## src/rtl/itch_feed_arbiter_if.sv

```systemverilog
// Feed-side, parser-side and status signals of itch_feed_arbiter.
// The slave modport is the arbiter's view and the master modport is the driver's view.
interface itch_feed_arbiter_if #(
  parameter int NUM_FEEDS = 2,
  parameter int CNT_W     = 16
);
  logic [NUM_FEEDS*8-1:0] feed_data_i;
  logic [NUM_FEEDS-1:0]   feed_valid_i;
  logic [NUM_FEEDS-1:0]   feed_ready_o;
  logic [7:0]             data_o;
  logic                   valid_o;
  logic                   ready_i;
  logic [NUM_FEEDS-1:0]   grant_o;
  logic                   busy_o;
  logic                   msg_done_o;
  logic                   len_err_o;
  logic [CNT_W-1:0]       msg_count_o;

  modport slave (
    input  feed_data_i, feed_valid_i, ready_i,
    output feed_ready_o, data_o, valid_o, grant_o, busy_o,
           msg_done_o, len_err_o, msg_count_o
  );

  modport master (
    output feed_data_i, feed_valid_i, ready_i,
    input  feed_ready_o, data_o, valid_o, grant_o, busy_o,
           msg_done_o, len_err_o, msg_count_o
  );
endinterface

```

## src/rtl/itch_feed_arbiter.sv

```systemverilog
// Round-robin arbiter that hands the byte-serial ITCH parser to one feed for
// exactly one length-prefixed message at a time.
module itch_feed_arbiter #(
  parameter int NUM_FEEDS   = 2,
  parameter int MAX_MSG_LEN = 64,
  parameter int CNT_W       = 16
) (
  input  logic               clk,
  input  logic               reset_n,
  itch_feed_arbiter_if.slave bus
);
  localparam int          IDX_W   = (NUM_FEEDS > 1) ? $clog2(NUM_FEEDS) : 1;
  localparam logic [15:0] MAX_LEN = 16'(MAX_MSG_LEN);

  typedef enum logic [1:0] {IDLE, LEN_HI, LEN_LO, BODY} state_t;

  state_t               state_q, state_d;
  logic [NUM_FEEDS-1:0] grant_q, grant_d;
  logic [IDX_W-1:0]     gidx_q, gidx_d;
  logic [IDX_W-1:0]     rr_ptr_q, rr_ptr_d;
  logic [7:0]           len_hi_q, len_hi_d;
  logic [15:0]          remaining_q, remaining_d;
  logic [CNT_W-1:0]     msg_count_q, msg_count_d;
  logic                 msg_done_q, msg_done_d;
  logic                 len_err_q, len_err_d;

  logic [7:0]           feed_byte [NUM_FEEDS];
  logic [NUM_FEEDS-1:0] req_rot;
  logic [IDX_W:0]       pick_off;
  logic [IDX_W:0]       pick_sum;
  logic [IDX_W-1:0]     pick_idx;
  logic                 pick_found;
  logic                 busy;
  logic                 sel_valid;
  logic                 hs;
  logic                 done;
  logic [15:0]          len_full;

  for (genvar gi = 0; gi < NUM_FEEDS; gi++) begin : g_feed
    assign feed_byte[gi] = bus.feed_data_i[gi*8 +: 8];
  end

  assign busy      = (state_q != IDLE);
  assign sel_valid = busy & bus.feed_valid_i[gidx_q];
  assign hs        = sel_valid & bus.ready_i;
  assign len_full  = {len_hi_q, feed_byte[gidx_q]};

  // grant_q is all-zero in IDLE, so the ready fan-out needs no state gating.
  assign bus.data_o       = busy ? feed_byte[gidx_q] : 8'h00;
  assign bus.valid_o      = sel_valid;
  assign bus.feed_ready_o = grant_q & {NUM_FEEDS{bus.ready_i}};
  assign bus.grant_o      = grant_q;
  assign bus.busy_o       = busy;
  assign bus.msg_done_o   = msg_done_q;
  assign bus.len_err_o    = len_err_q;
  assign bus.msg_count_o  = msg_count_q;

  // Rotate requests so bit 0 is rr_ptr; the lowest set bit is the winner's offset.
  assign req_rot = NUM_FEEDS'({bus.feed_valid_i, bus.feed_valid_i} >> rr_ptr_q);

  always_comb begin
    pick_found = 1'b0;
    pick_off   = '0;
    for (int i = NUM_FEEDS - 1; i >= 0; i--) begin
      if (req_rot[i]) begin
        pick_found = 1'b1;
        pick_off   = (IDX_W+1)'(i);
      end
    end
    pick_sum = {1'b0, rr_ptr_q} + pick_off;
    pick_idx = (pick_sum >= (IDX_W+1)'(NUM_FEEDS)) ?
               IDX_W'(pick_sum - (IDX_W+1)'(NUM_FEEDS)) : IDX_W'(pick_sum);
  end

  always_comb begin
    state_d     = state_q;
    grant_d     = grant_q;
    gidx_d      = gidx_q;
    rr_ptr_d    = rr_ptr_q;
    len_hi_d    = len_hi_q;
    remaining_d = remaining_q;
    msg_count_d = msg_count_q;
    msg_done_d  = 1'b0;
    len_err_d   = 1'b0;
    done        = 1'b0;

    case (state_q)
      IDLE: begin
        if (pick_found) begin
          gidx_d  = pick_idx;
          grant_d = NUM_FEEDS'(1) << pick_idx;
          state_d = LEN_HI;
        end
      end
      LEN_HI: begin
        if (hs) begin
          len_hi_d = feed_byte[gidx_q];
          state_d  = LEN_LO;
        end
      end
      LEN_LO: begin
        if (hs) begin
          len_err_d = (len_full > MAX_LEN);
          if (len_full == 16'd0) begin
            done = 1'b1;
          end else begin
            remaining_d = len_full;
            state_d     = BODY;
          end
        end
      end
      BODY: begin
        if (hs) begin
          remaining_d = remaining_q - 16'd1;
          if (remaining_q == 16'd1) begin
            done = 1'b1;
          end
        end
      end
      default: state_d = IDLE;
    endcase

    if (done) begin
      state_d     = IDLE;
      grant_d     = '0;
      msg_done_d  = 1'b1;
      msg_count_d = msg_count_q + CNT_W'(1);
      rr_ptr_d    = (gidx_q == IDX_W'(NUM_FEEDS - 1)) ? '0 : gidx_q + IDX_W'(1);
    end
  end

  always_ff @(posedge clk or negedge reset_n) begin
    if (!reset_n) begin
      state_q     <= IDLE;
      grant_q     <= '0;
      gidx_q      <= '0;
      rr_ptr_q    <= '0;
      len_hi_q    <= '0;
      remaining_q <= '0;
      msg_count_q <= '0;
      msg_done_q  <= 1'b0;
      len_err_q   <= 1'b0;
    end else begin
      state_q     <= state_d;
      grant_q     <= grant_d;
      gidx_q      <= gidx_d;
      rr_ptr_q    <= rr_ptr_d;
      len_hi_q    <= len_hi_d;
      remaining_q <= remaining_d;
      msg_count_q <= msg_count_d;
      msg_done_q  <= msg_done_d;
      len_err_q   <= len_err_d;
    end
  end
endmodule

```

## src/flat_wrapper.sv

```systemverilog
// flat-port wrapper written by rule: the top's interface ports become plain ports
module itch_feed_arbiter_flat 
#(
  parameter int NUM_FEEDS   = 2,
  parameter int MAX_MSG_LEN = 64,
  parameter int CNT_W       = 16
)
  (clk, reset_n, bus_feed_data_i, bus_feed_valid_i, bus_ready_i, bus_feed_ready_o, bus_data_o, bus_valid_o, bus_grant_o, bus_busy_o, bus_msg_done_o, bus_len_err_o, bus_msg_count_o);
  itch_feed_arbiter_if #(.NUM_FEEDS(NUM_FEEDS), .CNT_W(CNT_W)) bus_i ();
  input  logic clk;
  input  logic reset_n;
  input wire logic [$bits(bus_i.feed_data_i)-1:0] bus_feed_data_i;
  input wire logic [$bits(bus_i.feed_valid_i)-1:0] bus_feed_valid_i;
  input wire logic [$bits(bus_i.ready_i)-1:0] bus_ready_i;
  output wire logic [$bits(bus_i.feed_ready_o)-1:0] bus_feed_ready_o;
  output wire logic [$bits(bus_i.data_o)-1:0] bus_data_o;
  output wire logic [$bits(bus_i.valid_o)-1:0] bus_valid_o;
  output wire logic [$bits(bus_i.grant_o)-1:0] bus_grant_o;
  output wire logic [$bits(bus_i.busy_o)-1:0] bus_busy_o;
  output wire logic [$bits(bus_i.msg_done_o)-1:0] bus_msg_done_o;
  output wire logic [$bits(bus_i.len_err_o)-1:0] bus_len_err_o;
  output wire logic [$bits(bus_i.msg_count_o)-1:0] bus_msg_count_o;
  assign bus_i.feed_data_i = bus_feed_data_i;
  assign bus_i.feed_valid_i = bus_feed_valid_i;
  assign bus_i.ready_i = bus_ready_i;
  assign bus_feed_ready_o = bus_i.feed_ready_o;
  assign bus_data_o = bus_i.data_o;
  assign bus_valid_o = bus_i.valid_o;
  assign bus_grant_o = bus_i.grant_o;
  assign bus_busy_o = bus_i.busy_o;
  assign bus_msg_done_o = bus_i.msg_done_o;
  assign bus_len_err_o = bus_i.len_err_o;
  assign bus_msg_count_o = bus_i.msg_count_o;
  itch_feed_arbiter #(.NUM_FEEDS(NUM_FEEDS), .MAX_MSG_LEN(MAX_MSG_LEN), .CNT_W(CNT_W)) u_core (.clk(clk), .reset_n(reset_n), .bus(bus_i));
endmodule
```

## config.mk

```make
export PLATFORM = sky130hd
export DESIGN_NAME = itch_feed_arbiter_flat
export DESIGN_NICKNAME = d
export VERILOG_FILES = /design/src/rtl/itch_feed_arbiter_if.sv /design/src/rtl/itch_feed_arbiter.sv /design/src/flat_wrapper.sv
export SDC_FILE = /design/constraint.sdc
export NUM_CORES = 1
export LEC_CHECK = 0
export ABC_AREA = 0
export CAP_MARGIN = 20
export CORE_MARGIN = 3
export CORE_UTILIZATION = 52
export CTS_CLUSTER_DIAMETER = 60
export DETAILED_ROUTE_END_ITERATION = 10
export HOLD_SLACK_MARGIN = 0.02
export PLACE_DENSITY = 0.8
export REMOVE_ABC_BUFFERS = 1
export SYNTH_ARGS = -nofsm -noshare
export SYNTH_HDL_FRONTEND = slang
export SYNTH_SLANG_ARGS = --single-unit
```

## constraint.sdc

```tcl
create_clock -name clk -period 3.5 [get_ports clk]
set_clock_uncertainty 0.05 [all_clocks]
set_input_delay 0.525 -clock clk [delete_from_list [all_inputs] [get_ports clk]]
set_output_delay 0.525 -clock clk [all_outputs]
set_load 0.02 [all_outputs]
```

; Word level (Yosys, flattened, before mapping)
; Cells that the tools add are included.
[totals]
ram_bits = 0
wordCells = 80
n_memories = 0
in_bits = 21
output_inout_bits = 32
rom_bits = 0
reg_bits = 48
latchBits = 0
[op_classes]
bitwise_logic = 4
n_mux = 33
shift = 2
n_div = 0
add_sub_neg = 5
mul = 0
magnitude_cmp = 4
n_reduce_logical = 12
eq_ne = 11
[ops]
columns = cell, n
row1 = 16-bit two-way mux, 3
row2 = 8-bit two-way mux, 4
row3 = 16-bit one-hot mux with 2 select lines, 1
row4 = 2-bit two-way mux, 9
row5 = "16-bit by 1-bit adder with 16-bit output, second input constant", 1
row6 = "16-bit by 1-bit equality test with 1-bit output, second input constant", 1
row7 = "16-bit by 7-bit greater-than comparator with 1-bit output, second input constant", 1
row8 = 16-bit logical NOT, 1
row9 = "16-bit by 1-bit subtractor with 16-bit output, second input constant", 1
row10 = 1-bit two-way mux, 14
row11 = "3-bit by 1-bit inequality test with 1-bit output, second input constant", 3
row12 = 2-bit nonzero test, 4
row13 = 2-bit one-hot mux with 3 select lines, 1
row14 = 2-bit AND reduction, 3
row15 = 5-bit AND reduction, 1
row16 = "2-bit equality test, second input constant", 2
row17 = "2-bit greater-or-equal comparator, second input constant", 2
row18 = "2-bit by 1-bit inequality test with 1-bit output, second input constant", 2
row19 = 4-bit AND reduction, 1
row20 = 4-bit nonzero test, 1
row21 = 4-bit by 1-bit right shift with 2-bit output, 1
row22 = "3-bit by 2-bit inequality test with 1-bit output, second input constant", 1
row23 = 1-bit by 2-bit adder with 2-bit output, 1
row24 = 1-bit bitwise AND, 2
row25 = 10 further kinds, 10

; Logic depth before layout (Yosys ltp)
; Gate-level depths: netlist of run 1.
[depth]
ltp_word = 10
mapped_depth = 10
mapped_depth_nobuf = 8

; Least setup slack after synthesis of run 1
; No wires, ideal clock.
[synth_timing]
path_type = reg2reg
from = register u_core.remaining_q[0]
to = register u_core.remaining_q[12]
setup_ns = 0.137
path_stages_with_launch = 9
t_arrival_ns = 2.323
path_buffers = 1
t_required_ns = 3.313
synth_period_minus_slack_ns = 2.510
slack_ns = 0.990
cell_sequence = dfrtp_1 -> inv_1 -> ha_1 -> or3b_2 -> clkbuf_1 -> or4_2 -> or3_1 -> o22ai_1 -> a21oi_1
[synth_between]
elab_chain_len = 3
[synth_rtl]
columns = item, line_no
row1 = "start, declared", itch_feed_arbiter.sv:22  ; logic [15:0] remaining_q, remaining_d;
row2 = "start signal, assigned", itch_feed_arbiter.sv:149  ; remaining_q <= remaining_d;
row3 = 16-bit by 1-bit subtractor with 16-bit output, itch_feed_arbiter.sv:114  ; remaining_d = remaining_q - 16'd1;
row4 = 16-bit two-way mux, itch_feed_arbiter.sv:113  ; if (hs) begin
row5 = 16-bit one-hot mux with 2 select lines, itch_feed_arbiter.sv:87  ; case (state_q)
; No other way between the ends. The select of a mux whose other input is x is not followed.
; A chain may end at the register's enable or synchronous reset.

; Worst setup path after layout of run 1
[layout_timing]
from = register u_core.gidx_q
to = register u_core.msg_count_q[11], in the netlist u_core.bus.msg_count_o[11]
[layout_between]
elab_chain_len = 8
elab_cells_between_ends = 13
classes_between = 9 x mux / 3 x bitwise / 1 x reduce/logical
[layout_rtl]
columns = item, line_no
row1 = "start, declared", itch_feed_arbiter.sv:19  ; logic [IDX_W-1:0] gidx_q, gidx_d;
row2 = "start signal, assigned", itch_feed_arbiter.sv:146  ; gidx_q <= gidx_d;
row3 = 1-bit NOT with 2-bit output (implied by the code), itch_feed_arbiter.sv:46  ; assign len_full = {len_hi_q, feed_byte[gidx_q]};
row4 = 8-bit two-way mux (implied by the code) (3 in series), itch_feed_arbiter.sv:46
row5 = 16-bit logical NOT, itch_feed_arbiter.sv:104  ; if (len_full == 16'd0) begin
row6 = 1-bit two-way mux, itch_feed_arbiter.sv:104
row7 = 1-bit two-way mux, itch_feed_arbiter.sv:102  ; if (hs) begin
row8 = 1-bit one-hot mux with 2 select lines *, itch_feed_arbiter.sv:87
row9 = "end signal, assigned", itch_feed_arbiter.sv:150  ; msg_count_q <= msg_count_d;
row10 = "end, declared", itch_feed_arbiter.sv:23  ; logic [CNT_W-1:0] msg_count_q, msg_count_d;
; Mark *: on every way between the ends. The rest lies on a longest branch, timed or not. The select of a mux whose other input is x is not followed.

==> summary.txt, run 1 <==
Critical path
  – Critical Path Fanout Max: 18
  – Arrival time of the worst setup path: 3.28 ns
  – Worst R2R End: u_core.bus.msg_count_o[11]
  – Sort of element at the start of the critical path: flip-flop
  – Crit path launch: u_core.gidx_q
  – Launch instance of the worst register-to-register path: u_core.gidx_q
  – Number of cells traversed by the worst register-to-register path: 6
  – Register-to-register setup slack: 0.39 ns
  – Worst setup path class: flip-flop to flip-flop
  – Data required time of the critical path: roughly 3.7 ns
  – Type of element capturing the critical path: flip-flop
  – Worst setup path endpoint: u_core.bus.msg_count_o[11]

Logic synthesis
  – Cell area after synthesis: about 2800 um2
  – Post-synthesis register bit count: 48
  – EDFF count, synth: 0
  – Sequential share of the synthesized area: 0.424
  – Warnings from Yosys: 0
  – Main synth FF type: sky130_fd_sc_hd__dfrtp_1
  – Share of flip-flops with an asynchronous set or reset: 1.00
  – Number of distinct library cell variants in the gate-level netlist after synthesis: 53
  – Mean post-synth cell area: 8.99 um2
  – Synthesized netlist cell count: around 320

Timing
  – Final critical-path share of the clock period: 0.887
  – Number of hold violations in the final report: 0
  – Final setup violation count: 0
  – Final critical delay including setup and external delays: 3.11 ns
  – Slew at the pin closest to its max-slew limit: roughly 0.8 ns
  – Peak Freq: 322 MHz
  – Final count of pins violating max slew: 0
  – Fin Setup TNS: 0 ns
  – Worst slew margin relative to its limit: 0.474
  – Setup repair after global routing missed its margin: false

Layout
  – Post-route cell area: 3500 um2
  – Antenna diodes: 0
  – Number of filler cells placed in the layout: 423
  – # nets final: 394
  – Layout overhead on the synthesized area: 23.5%
  – Utilization of the core after routing: 0.677
  – Fraction of final layout cells sized beyond drive strength 1: 0.0742

Clock tree
  – Clock transition at the register clock pins on the worst setup and hold paths after CTS: about 0.090 ns
  – Root buffer cell: sky130_fd_sc_hd__clkbuf_8
  – Number of clock sinks seen by CTS: 48
  – Source-to-sink clock delay at the later pin of the worst-skew pair: approximately 0.3 ns
  – Clock tree from TritonCTS: done
  – # H-tree levels: 2
  – Cts-stage hold buffer count: 0
  – # Post-CTS Setup Buffers: 0
  – Num CTS Buffers: 5
  – Post-CTS Resized: 0
  – Number of buffers between clock root and the deepest sink: 2

Die
  – Starting utilization of the core area: 0.548
  – Horiz. Die Dim: ~80 um
  – Total Die Area: approximately 6400 um2
  – Row count: 26
  – I/O Pins: 53
  – Y dimension of the die: 79.8 um
  – Core outline area: 5170 um2

Route
  – Per-cell via count in the routed design: ~6
  – First-pass detailed-route iteration total: 4
  – Count of antenna-violating nets left after detailed routing: 0
  – WL final: 7000 um
  – Vias: 2538
  – Average detailed-routed wire length per instance: 16.1 um
  – Post-detailed-route DRC marker count: 0
  – DR iter-0 viols: 132

Placement
  – Placement-stage cell area: around 3400 um2
  – Placed wire-length estimate after detailed placement: 5050 um
  – Routability congestion estimate from global placement: approximately 0.85
  – IO buf count: 52

Global routing
  – Largest net degree at the start of global routing: 49
  – Vias in the first global route: 2459
  – Overflow left after global routing: 0
  – Global-route wire length before repair: 11900 um
  – Total global routing track utilization: 0.236
  – Number of antenna violations at the first check in global routing: 0

Hold path
  – Worst hold path class: primary input to async pin

Outcome
  – Run status: completed

Pwr
  – Peak VDD IR: 0.524 mV
  – Cell Pwr Density: 683 nW/um2
  – Leakage power: about 1.5 nW

Flow run
  – Max cap viols: 0
-- stage by stage --
stage | power, mW | hold slack [ns] | setup slack [ns] | cells
after floorplan | 1.64 | 0.179 | 0.117 | 299
after global placement | 2.04 | 0.405 | 0.464 | 426
after global routing | 2.58 | 0.145 | 0.105 | 434
final | 2.39 | 0.133 | 0.395 | 434
after detailed placement | 2.07 | 0.426 | 0.369 | 426
after CTS | 2.39 | 0.407 | 0.418 | 433
-- cell families after synthesis --
| logic type | synth area share |
|---|---|
| XOR/XNOR | 0.0433 |
| AND/OR/NAND/NOR | 0.252 |
| multiplexers | 0.0398 |
| buffers and inverters | 0.0389 |
| flip-flops | 0.424 |
| adder cells (fa/ha/maj) | 0.0398 |
| AO/OA/AOI/OAI | 0.163 |
-- final cells by class --
class                      instances  area (um2)  area share
clock buffer                       6        72.6      0.0207
clock inverter                     1        5.00     0.00143
inverter                           9        33.8     0.00965
multi-input combinational        242        1530       0.436
sequential                        48        1200       0.343
tap                               70        87.6      0.0250
timing repair buffer              58         573       0.164
-- Yosys cell counts (4+ instances only) --
master                     count  area share
sky130_fd_sc_hd__ha_1          9       0.040
sky130_fd_sc_hd__xor2_1       12       0.037
sky130_fd_sc_hd__nand4_1       7       0.015
sky130_fd_sc_hd__or3_1         4      0.0088
sky130_fd_sc_hd__clkbuf_1      9       0.012
sky130_fd_sc_hd__nor2_1       25       0.033
sky130_fd_sc_hd__a21oi_1      17       0.030
sky130_fd_sc_hd__nand3_1      12       0.021
sky130_fd_sc_hd__nand2_1      43       0.057
sky130_fd_sc_hd__mux2i_1       9       0.032
sky130_fd_sc_hd__nor4_1        7       0.015
sky130_fd_sc_hd__o22ai_1       5       0.011
sky130_fd_sc_hd__inv_1         9       0.012
sky130_fd_sc_hd__and2_1        4      0.0088
sky130_fd_sc_hd__or4_1         5       0.013
sky130_fd_sc_hd__nor3_1        8       0.014
sky130_fd_sc_hd__dfrtp_1      48        0.42
sky130_fd_sc_hd__o21ai_0      26       0.046
-- worst min path at each step --
stage	from	end	slack, ns	cells after the start
6_report	reset_n	u_core.bus.len_err_o	0.13	1
5_1_grt	reset_n	u_core.bus.len_err_o	0.15	1
4_1_cts	reset_n	u_core.bus.len_err_o	0.41	1
3_5_place_dp	u_core.bus.msg_count_o[15]	u_core.bus.msg_count_o[15]	0.43	1
3_3_place_gp	u_core.bus.msg_count_o[15]	u_core.bus.msg_count_o[15]	0.41	1
2_1_floorplan	reset_n	u_core.bus.grant_o[0]	0.18	0
-- cells in the final DEF (no fill, tap or decap), drive strengths merged, types with 2 or more instances in the layout --
| cell type | instances |
|---|---|
| nor2 | 25 |
| o32ai | 3 |
| o211a | 2 |
| nor3 | 8 |
| nor4 | 8 |
| nor2b | 2 |
| or3 | 4 |
| mux2i | 9 |
| and3 | 2 |
| o21ai | 26 |
| or2 | 3 |
| and2 | 5 |
| xnor2 | 2 |
| a21oi | 17 |
| o22ai | 5 |
| clkbuf | 6 |
| inv | 9 |
| xor2 | 12 |
| mux2 | 2 |
| nand2 | 43 |
| clkdlybuf4s50 | 51 |
| a2bb2oi | 3 |
| or4 | 8 |
| nand4 | 7 |
| o31ai | 3 |
| nand3b | 2 |
| nand3 | 13 |
| a32o | 2 |
| ha | 9 |
| a22o | 4 |
| dfrtp | 48 |
| o2bb2ai | 2 |
| buf | 7 |
-- flip-flops by register name, indices dropped and copies added, names as in the netlist --
name	cells
u_core.remaining_q	16
u_core.bus.msg_count_o	16
u_core.len_hi_q	8
u_core.bus.len_err_o	1
u_core.gidx_q	1
u_core.rr_ptr_q	1
u_core.state_q	2
u_core.bus.grant_o	2
u_core.bus.msg_done_o	1
-- power breakdown --
group,switching [mW],internal (mW)
sequential,0.222,0.716
clock,0.179,0.136
combinational,0.631,0.507
-- metal layers --
metal	wire length, um	GRT usage
met3	354	0.0542
met5	0	0
met2	3270	0.373
met1	3300	0.333
met4	61	0.0490
-- worst max-delay path, stage by stage, from the launching register on --
cell,delay [ns]
sky130_fd_sc_hd__dfrtp_1,0.74
sky130_fd_sc_hd__mux2i_1,0.44
sky130_fd_sc_hd__nand4_1,0.24
sky130_fd_sc_hd__nor4_1,0.58
sky130_fd_sc_hd__a21boi_2,0.35
sky130_fd_sc_hd__nor4_1,0.44
sky130_fd_sc_hd__xor2_1,0.18
Note: power is estimated with default switching activity, not from simulation.
==> run 2: changes to the inputs <==
--- a/config.mk
+++ b/config.mk
@@ -9,6 +9,7 @@
 export CAP_MARGIN = 20
 export CORE_MARGIN = 3
 export CORE_UTILIZATION = 52
+export CTS_BUF_LIST = sky130_fd_sc_hd__clkbuf_8 sky130_fd_sc_hd__clkbuf_16
 export CTS_CLUSTER_DIAMETER = 60
 export DETAILED_ROUTE_END_ITERATION = 10
 export HOLD_SLACK_MARGIN = 0.02
==> run 2 against run 1 <==
First-iteration DRC count unchanged. Combinational power barely moved. Core utilization did not move. Die area unchanged. Routed wire length barely moved. Worst hold slack got worse by 0.00062 ns. Sequential share of layout area unchanged. Setup slack gained 0.0049 ns. Flip-flop and latch count unchanged. Via count about the same.
==> summary.txt, run 2 (synthesized netlist as in run 1, its figures left out) <==
Pwr
  – Total Power Consumption: 2.39 mW (-0.11%)
  – Switching power share of the total: 0.432 (+0.000562)
  – Share of power burned in registers: 0.393 (about the same)
  – Peak VDD IR: 0.524 mV (about the same)
  – Part of the power in combinational logic: 0.476 (about the same)
  – Cell Pwr Density: 682 nW/um2 (-0.11%)
  – Internal power contribution: 1.36 mW (-0.21%)
  – Leakage power: 1.53 nW (+0.27%)
  – Share of total power in the clock network: 0.131 (about the same)
  – Power spent charging and discharging nets: 1.03 mW (about the same)

Clock tree
  – Root buffer cell: sky130_fd_sc_hd__clkbuf_8
  – Number of buffers between clock root and the deepest sink: 2 (unchanged)
  – # Post-CTS Setup Buffers: 0 (unchanged)
  – Clock transition at the register clock pins on the worst setup and hold paths after CTS: 0.09 ns (about the same)
  – Clock tree from TritonCTS: done
  – Cts-stage hold buffer count: 0 (unchanged)
  – Num CTS Buffers: 5 (unchanged)
  – Post-CTS Resized: 0 (unchanged)
  – Source-to-sink clock delay at the later pin of the worst-skew pair: 0.30 ns (about the same)
  – Number of clock sinks seen by CTS: 48 (unchanged)
  – # H-tree levels: 2 (unchanged)

Layout
  – Antenna diodes: 0 (unchanged)
  – Post-route cell area: 3500 um2 (unchanged)
  – Commonest non-fill, non-tap cells in the layout: sky130_fd_sc_hd__clkdlybuf4s50_1, sky130_fd_sc_hd__dfrtp_1, sky130_fd_sc_hd__nand2_1, sky130_fd_sc_hd__o21ai_0, sky130_fd_sc_hd__nor2_1
  – Layout overhead on the synthesized area: 23.5% (unchanged)
  – Fraction of final layout cells sized beyond drive strength 1: 0.0742 (unchanged)
  – # nets final: 394 (unchanged)
  – Leading cell type in the layout, fill and taps excluded: sky130_fd_sc_hd__clkdlybuf4s50_1
  – Utilization of the core after routing: 0.677 (unchanged)

Critical path
  – Delay-heaviest family, CP: simple AND/OR/NAND/NOR gates
  – Worst R2R End: u_core.bus.msg_count_o[11]
  – Delay of the slowest cell on the worst path: 0.74 ns (about the same)
  – Type of element capturing the critical path: flip-flop
  – Chain of cells forming the critical path: mux2i_1, nand4_1, nor4_1, a21boi_2, nor4_1, xor2_1
  – Master of the slowest instance on the critical path: sky130_fd_sc_hd__dfrtp_1
  – WP buf/inv: 0 (unchanged)
  – Register-to-register setup slack: 0.40 ns (about the same)
  – Arrival time of the worst setup path: 3.27 ns (about the same)
  – Cell repeated most along the worst path: sky130_fd_sc_hd__nor4_1
  – Data required time of the critical path: 3.67 ns (about the same)
  – Critical Path Fanout Max: 18 (unchanged)
  – Launch instance of the worst register-to-register path: u_core.gidx_q
  – Worst setup path class: flip-flop to flip-flop
  – Number of cells traversed by the worst register-to-register path: 6 (unchanged)
  – Sort of element at the start of the critical path: flip-flop

Global routing
  – Vias in the first global route: 2459 (unchanged)
  – Total global routing track utilization: 0.236 (unchanged)
  – Largest net degree at the start of global routing: 49 (unchanged)
  – Global-route wire length before repair: 11900 um (unchanged)
  – Overflow left after global routing: 0 (unchanged)
  – Number of antenna violations at the first check in global routing: 0 (unchanged)

Placement
  – Placed wire-length estimate after detailed placement: 5050 um (unchanged)
  – IO buf count: 52 (unchanged)
  – Placement-stage cell area: 3400 um2 (unchanged)
  – Routability congestion estimate from global placement: 0.855 (unchanged)

Die
  – Row count: 26 (unchanged)
  – Horiz. Die Dim: 79.8 um (unchanged)
  – Y dimension of the die: 79.8 um (unchanged)
  – Starting utilization of the core area: 0.548 (unchanged)
  – Core outline area: 5170 um2 (unchanged)
  – Total Die Area: 6370 um2 (unchanged)
  – I/O Pins: 53 (unchanged)

Timing
  – Final critical-path share of the clock period: 0.886 (-0.00139)
  – Final count of pins violating max slew: 0 (unchanged)
  – Fin Setup TNS: 0 ns (unchanged)
  – Worst slew margin relative to its limit: 0.474 (about the same)
  – Number of hold violations in the final report: 0 (unchanged)
  – Peak Freq: 323 MHz (+0.16%)
  – Setup repair after global routing missed its margin: false
  – Final critical delay including setup and external delays: 3.10 ns (-0.00487 ns)
  – Final setup violation count: 0 (unchanged)
  – Slew at the pin closest to its max-slew limit: 0.785 ns (-0.0000454 ns)

Route
  – Count of antenna-violating nets left after detailed routing: 0 (unchanged)
  – Vias: 2536 (-0.079%)
  – Average detailed-routed wire length per instance: 16.1 um (about the same)
  – WL final: 6990 um (about the same)
  – Per-cell via count in the routed design: 5.84 (about the same)
  – Post-detailed-route DRC marker count: 0 (unchanged)
  – DR iter-0 viols: 132 (unchanged)
  – First-pass detailed-route iteration total: 4 (unchanged)

Hold path
  – Worst hold path class: primary input to async pin

Outcome
  – Run status: completed

Flow run
  – Max cap viols: 0 (unchanged)
[run 2: per-layer routing]
metal	share of wire	vias up	GRT usage
met5	0	-	0
met4	0.0087	0	0.0490
met3	0.051	6	0.0542
met2	0.47	77	0.373
met1	0.47	1219	0.333
li1	-	1234	-
[run 2: how the worst max path moves through the flow]
stage / startpoint / to / slack [ns] / cells after the start
after floorplan: u_core.state_q[0] / u_core.remaining_q[2] / 0.12 / 5
after global placement: bus_feed_data_i[2] / u_core.bus.msg_count_o[13] / 0.46 / 7
after detailed placement: bus_feed_data_i[11] / u_core.bus.msg_count_o[13] / 0.37 / 7
after CTS: u_core.gidx_q / u_core.bus.msg_count_o[11] / 0.42 / 6
after global routing: u_core.gidx_q / u_core.bus.msg_count_o[11] / 0.10 / 6
final: u_core.gidx_q / u_core.bus.msg_count_o[11] / 0.40 / 6
[run 2: area by class of cell]
class                   count  area [um2]
clock buffers               5        68.8
multi-input cells         242        1530
inverters                   9        33.8
well taps                  70        87.6
repair buffers             58         573
clock inverters             2        8.76
fillers                   423        1670
flip-flops and latches     48        1200
[run 2: stage by stage]
step / hold slack (ns) / instances / setup slack, ns
4_1_cts: 0.407 / 433 / 0.418
6_report: 0.132 / 434 / 0.399
5_1_grt: 0.145 / 434 / 0.104
2_1_floorplan: 0.179 / 299 / 0.117
3_3_place_gp: 0.405 / 426 / 0.464
3_5_place_dp: 0.426 / 426 / 0.369
[run 2: power groups by stage]
| stage | registers (mW) | clock network, mW | logic [mW] |
|---|---|---|---|
| 2_1_floorplan | 0.888 | 0 | 0.750 |
| 3_5_place_dp | 0.947 | 0 | 1.13 |
| 5_1_grt | 0.969 | 0.341 | 1.27 |
| 3_3_place_gp | 0.936 | 0 | 1.11 |
| 4_1_cts | 0.935 | 0.318 | 1.13 |
| 6_report | 0.938 | 0.312 | 1.14 |
==> run 3: changes to the inputs <==
--- a/config.mk
+++ b/config.mk
@@ -7,7 +7,7 @@
 export LEC_CHECK = 0
 export ABC_AREA = 0
 export CAP_MARGIN = 20
-export CORE_MARGIN = 3
+export CORE_MARGIN = 2
 export CORE_UTILIZATION = 52
 export CTS_BUF_LIST = sky130_fd_sc_hd__clkbuf_8 sky130_fd_sc_hd__clkbuf_16
 export CTS_CLUSTER_DIAMETER = 60
==> run 3 against run 2 <==
Clock-buffer cell count rose by 1. Largest power group unchanged. Via count fell by 0.47%. Sequential share of layout area fell by 0.18 points. Flip-flop and latch count did not move. Register-to-register slack improved by 0.09 ns. Clock power rose by 12%. First-iteration DRC count rose by 35%. Critical path type unchanged. Non-clock buffer count rose by 2. Design area rose by 0.54%. Critical path depth did not move. Setup slack improved by 0.086 ns.
==> summary.txt, run 3 (synthesized netlist as in run 1, its figures left out) <==
Outcome
  – Run status: completed

Timing
  – Post-layout worst setup margin: 0.485 ns (+0.0859 ns)
  – Worst slew margin relative to its limit: 0.475 (+0.00133)
  – Peak Freq: 332 MHz (+2.8%)
  – Slew at the pin closest to its max-slew limit: 0.783 ns (-0.00198 ns)
  – Final count of pins violating max slew: 0 (unchanged)
  – Final setup violation count: 0 (unchanged)
  – Final critical delay including setup and external delays: 3.01 ns (-0.0859 ns)
  – Setup repair after global routing missed its margin: false
  – Final critical-path share of the clock period: 0.861 (-0.0245)
  – Number of hold violations in the final report: 0 (unchanged)
  – Fin Setup TNS: 0 ns (unchanged)

Layout
  – Post-route cell area: 3520 um2 (+0.54%)
  – Multi-input gate area: 1530 um2 (unchanged)
  – Leading cell type in the layout, fill and taps excluded: sky130_fd_sc_hd__clkdlybuf4s50_1
  – Layout overhead on the synthesized area: 24.2%
  – Number of filler cells placed in the layout: 408 (-3.5%)
  – Utilization of the core after routing: 0.680 (+0.00363)
  – Commonest non-fill, non-tap cells in the layout: sky130_fd_sc_hd__clkdlybuf4s50_1, sky130_fd_sc_hd__dfrtp_1, sky130_fd_sc_hd__nand2_1, sky130_fd_sc_hd__o21ai_0, sky130_fd_sc_hd__nor2_1
  – # nets final: 396 (+0.51%)
  – Sequential cell area in the final layout: 1200 um2 (unchanged)
  – Fraction of final layout cells sized beyond drive strength 1: 0.0817 (+0.00757)
  – Antenna diodes: 0 (unchanged)

Die
  – Y dimension of the die: 77.8 um (-2.5%)
  – Horiz. Die Dim: 77.8 um (-2.5%)
  – I/O Pins: 53 (unchanged)
  – Core outline area: 5170 um2 (unchanged)
  – Starting utilization of the core area: 0.548 (unchanged)
  – Row count: 26 (unchanged)
  – Total Die Area: 6050 um2 (-4.9%)

Route
  – DR iter-0 viols: 178 (+35%)
  – Per-cell via count in the routed design: 5.78 (-1.2%)
  – WL final: 7120 um (+1.8%)
  – First-pass detailed-route iteration total: 4 (unchanged)
  – Vias: 2524 (-0.47%)
  – Post-detailed-route DRC marker count: 0 (unchanged)
  – Average detailed-routed wire length per instance: 16.3 um (+1.1%)
  – Count of antenna-violating nets left after detailed routing: 0 (unchanged)

Global routing
  – Largest net degree at the start of global routing: 34 (-31%)
  – Global-route wire length before repair: 11700 um (-1.7%)
  – Number of antenna violations at the first check in global routing: 0 (unchanged)
  – Overflow left after global routing: 0 (unchanged)
  – Total global routing track utilization: 0.242 (+0.00538)
  – Vias in the first global route: 2439 (-0.81%)

Pwr
  – Leakage power: 1.54 nW (+0.55%)
  – Power spent charging and discharging nets: 1.06 mW (+2.9%)
  – Peak VDD IR: 0.438 mV (-16%)
  – Switching power share of the total: 0.434 (+0.00145)
  – Cell Pwr Density: 696 nW/um2 (+2.1%)
  – Internal power contribution: 1.39 mW (+2.3%)
  – Share of total power in the clock network: 0.143 (+0.012)
  – Part of the power in combinational logic: 0.476 (about the same)
  – Share of power burned in registers: 0.382 (-0.011)

Placement
  – Placed wire-length estimate after detailed placement: 5220 um (+3.3%)
  – Worst slack at placement: 0.410 ns (+0.0412 ns)
  – Placement-stage cell area: 3420 um2 (+0.66%)
  – IO buf count: 52 (unchanged)
  – Routability congestion estimate from global placement: 0.881 (+3.0%)

Clock tree
  – # H-tree levels: 2 (unchanged)
  – Post-CTS Resized: 0 (unchanged)
  – Num CTS Buffers: 5 (unchanged)
  – # Post-CTS Setup Buffers: 0 (unchanged)
  – Root buffer cell: sky130_fd_sc_hd__clkbuf_8
  – Clock transition at the register clock pins on the worst setup and hold paths after CTS: 0.09 ns (about the same)
  – Cts-stage hold buffer count: 0 (unchanged)
  – Number of buffers between clock root and the deepest sink: 2 (unchanged)
  – Source-to-sink clock delay at the later pin of the worst-skew pair: 0.30 ns (about the same)
  – Number of clock sinks seen by CTS: 48 (unchanged)
  – Clock tree from TritonCTS: done

Hold path
  – Worst hold path class: primary input to async pin

Critical path
  – Path length in cells of the critical path: 6 (unchanged)
  – WP buf/inv: 0 (unchanged)
  – Worst setup path class: flip-flop to flip-flop
  – Delay of the slowest cell on the worst path: 0.73 ns (about the same)
  – Type of element capturing the critical path: flip-flop
  – Cell repeated most along the worst path: sky130_fd_sc_hd__nor4_1
  – Master of the slowest instance on the critical path: sky130_fd_sc_hd__dfrtp_1
  – Critical Path Fanout Max: 18 (unchanged)
  – Data required time of the critical path: 3.68 ns (about the same)
  – Chain of cells forming the critical path: mux2i_1, nand4_1, nor4_1, a21boi_2, nor4_1, xor2_1
  – Sort of element at the start of the critical path: flip-flop
  – Number of cells traversed by the worst register-to-register path: 6 (unchanged)
  – Delay-heaviest family, CP: simple AND/OR/NAND/NOR gates
  – Arrival time of the worst setup path: 3.19 ns (-0.08 ns)

Flow run
  – Max cap viols: 0 (unchanged)
==> run 3: changes by cell type in the layout (fill, tap and decap cells not counted) <==
cell                         delta
sky130_fd_sc_hd__buf_4          +3
sky130_fd_sc_hd__buf_12         -1
sky130_fd_sc_hd__clkbuf_8       +1
sky130_fd_sc_hd__clkinv_2       -1
sky130_fd_sc_hd__clkinvlp_4     +1
==> run 3: final timing paths <==
| path | startpoint | end | slack, ns |
|---|---|---|---|
| hold reg to reg | u_core.bus.msg_count_o[15] | u_core.bus.msg_count_o[15] | 0.42 |
| min in group clk | u_core.bus.msg_count_o[15] | u_core.bus.msg_count_o[15] | 0.42 |
| setup reg to reg | u_core.gidx_q | u_core.bus.msg_count_o[11] | 0.49 |
| setup / recovery | u_core.gidx_q | u_core.bus.msg_count_o[11] | 0.49 |
| max in group asynchronous | reset_n | u_core.len_hi_q[1] | 2.48 |
| hold / removal | reset_n | u_core.remaining_q[14] | 0.22 |
==> run 3: per-layer routing <==
| layer | GRT usage | part of all wire | vias to the layer above |
|---|---|---|---|
| li1 | - | - | 1235 |
| met1 | 0.327 | 0.46 | 1220 |
| met2 | 0.384 | 0.48 | 61 |
| met3 | 0.0535 | 0.046 | 8 |
| met4 | 0.0804 | 0.012 | 0 |
| met5 | 0 | 0 | - |
==> run 3: power groups by stage <==
| stage | logic (mW) | registers [mW] | clock network (mW) |
|---|---|---|---|
| after detailed placement | 1.16 | 0.940 | 0 |
| after floorplan | 0.750 | 0.888 | 0 |
| after CTS | 1.17 | 0.928 | 0.354 |
| after global routing | 1.28 | 0.962 | 0.373 |
| final | 1.17 | 0.935 | 0.349 |
| after global placement | 1.13 | 0.932 | 0 |
==> run 3: cell type report <==
type,instances,share of cell area
multi-input combinational,242,0.434
sequential,48,0.341
timing repair buffer,60,0.164
tap,70,0.0249
clock buffer,6,0.0235
inverter,9,0.00960
clock inverter,2,0.00320
==> run 3: stage by stage <==
step / power [mW] / cells / hold WS, ns
3_5_place_dp: 2.10 / 429 / 0.414
4_1_cts: 2.45 / 437 / 0.243
5_1_grt: 2.62 / 437 / 0.283
2_1_floorplan: 1.64 / 299 / 0.179
3_3_place_gp: 2.06 / 429 / 0.408
6_report: 2.45 / 437 / 0.220
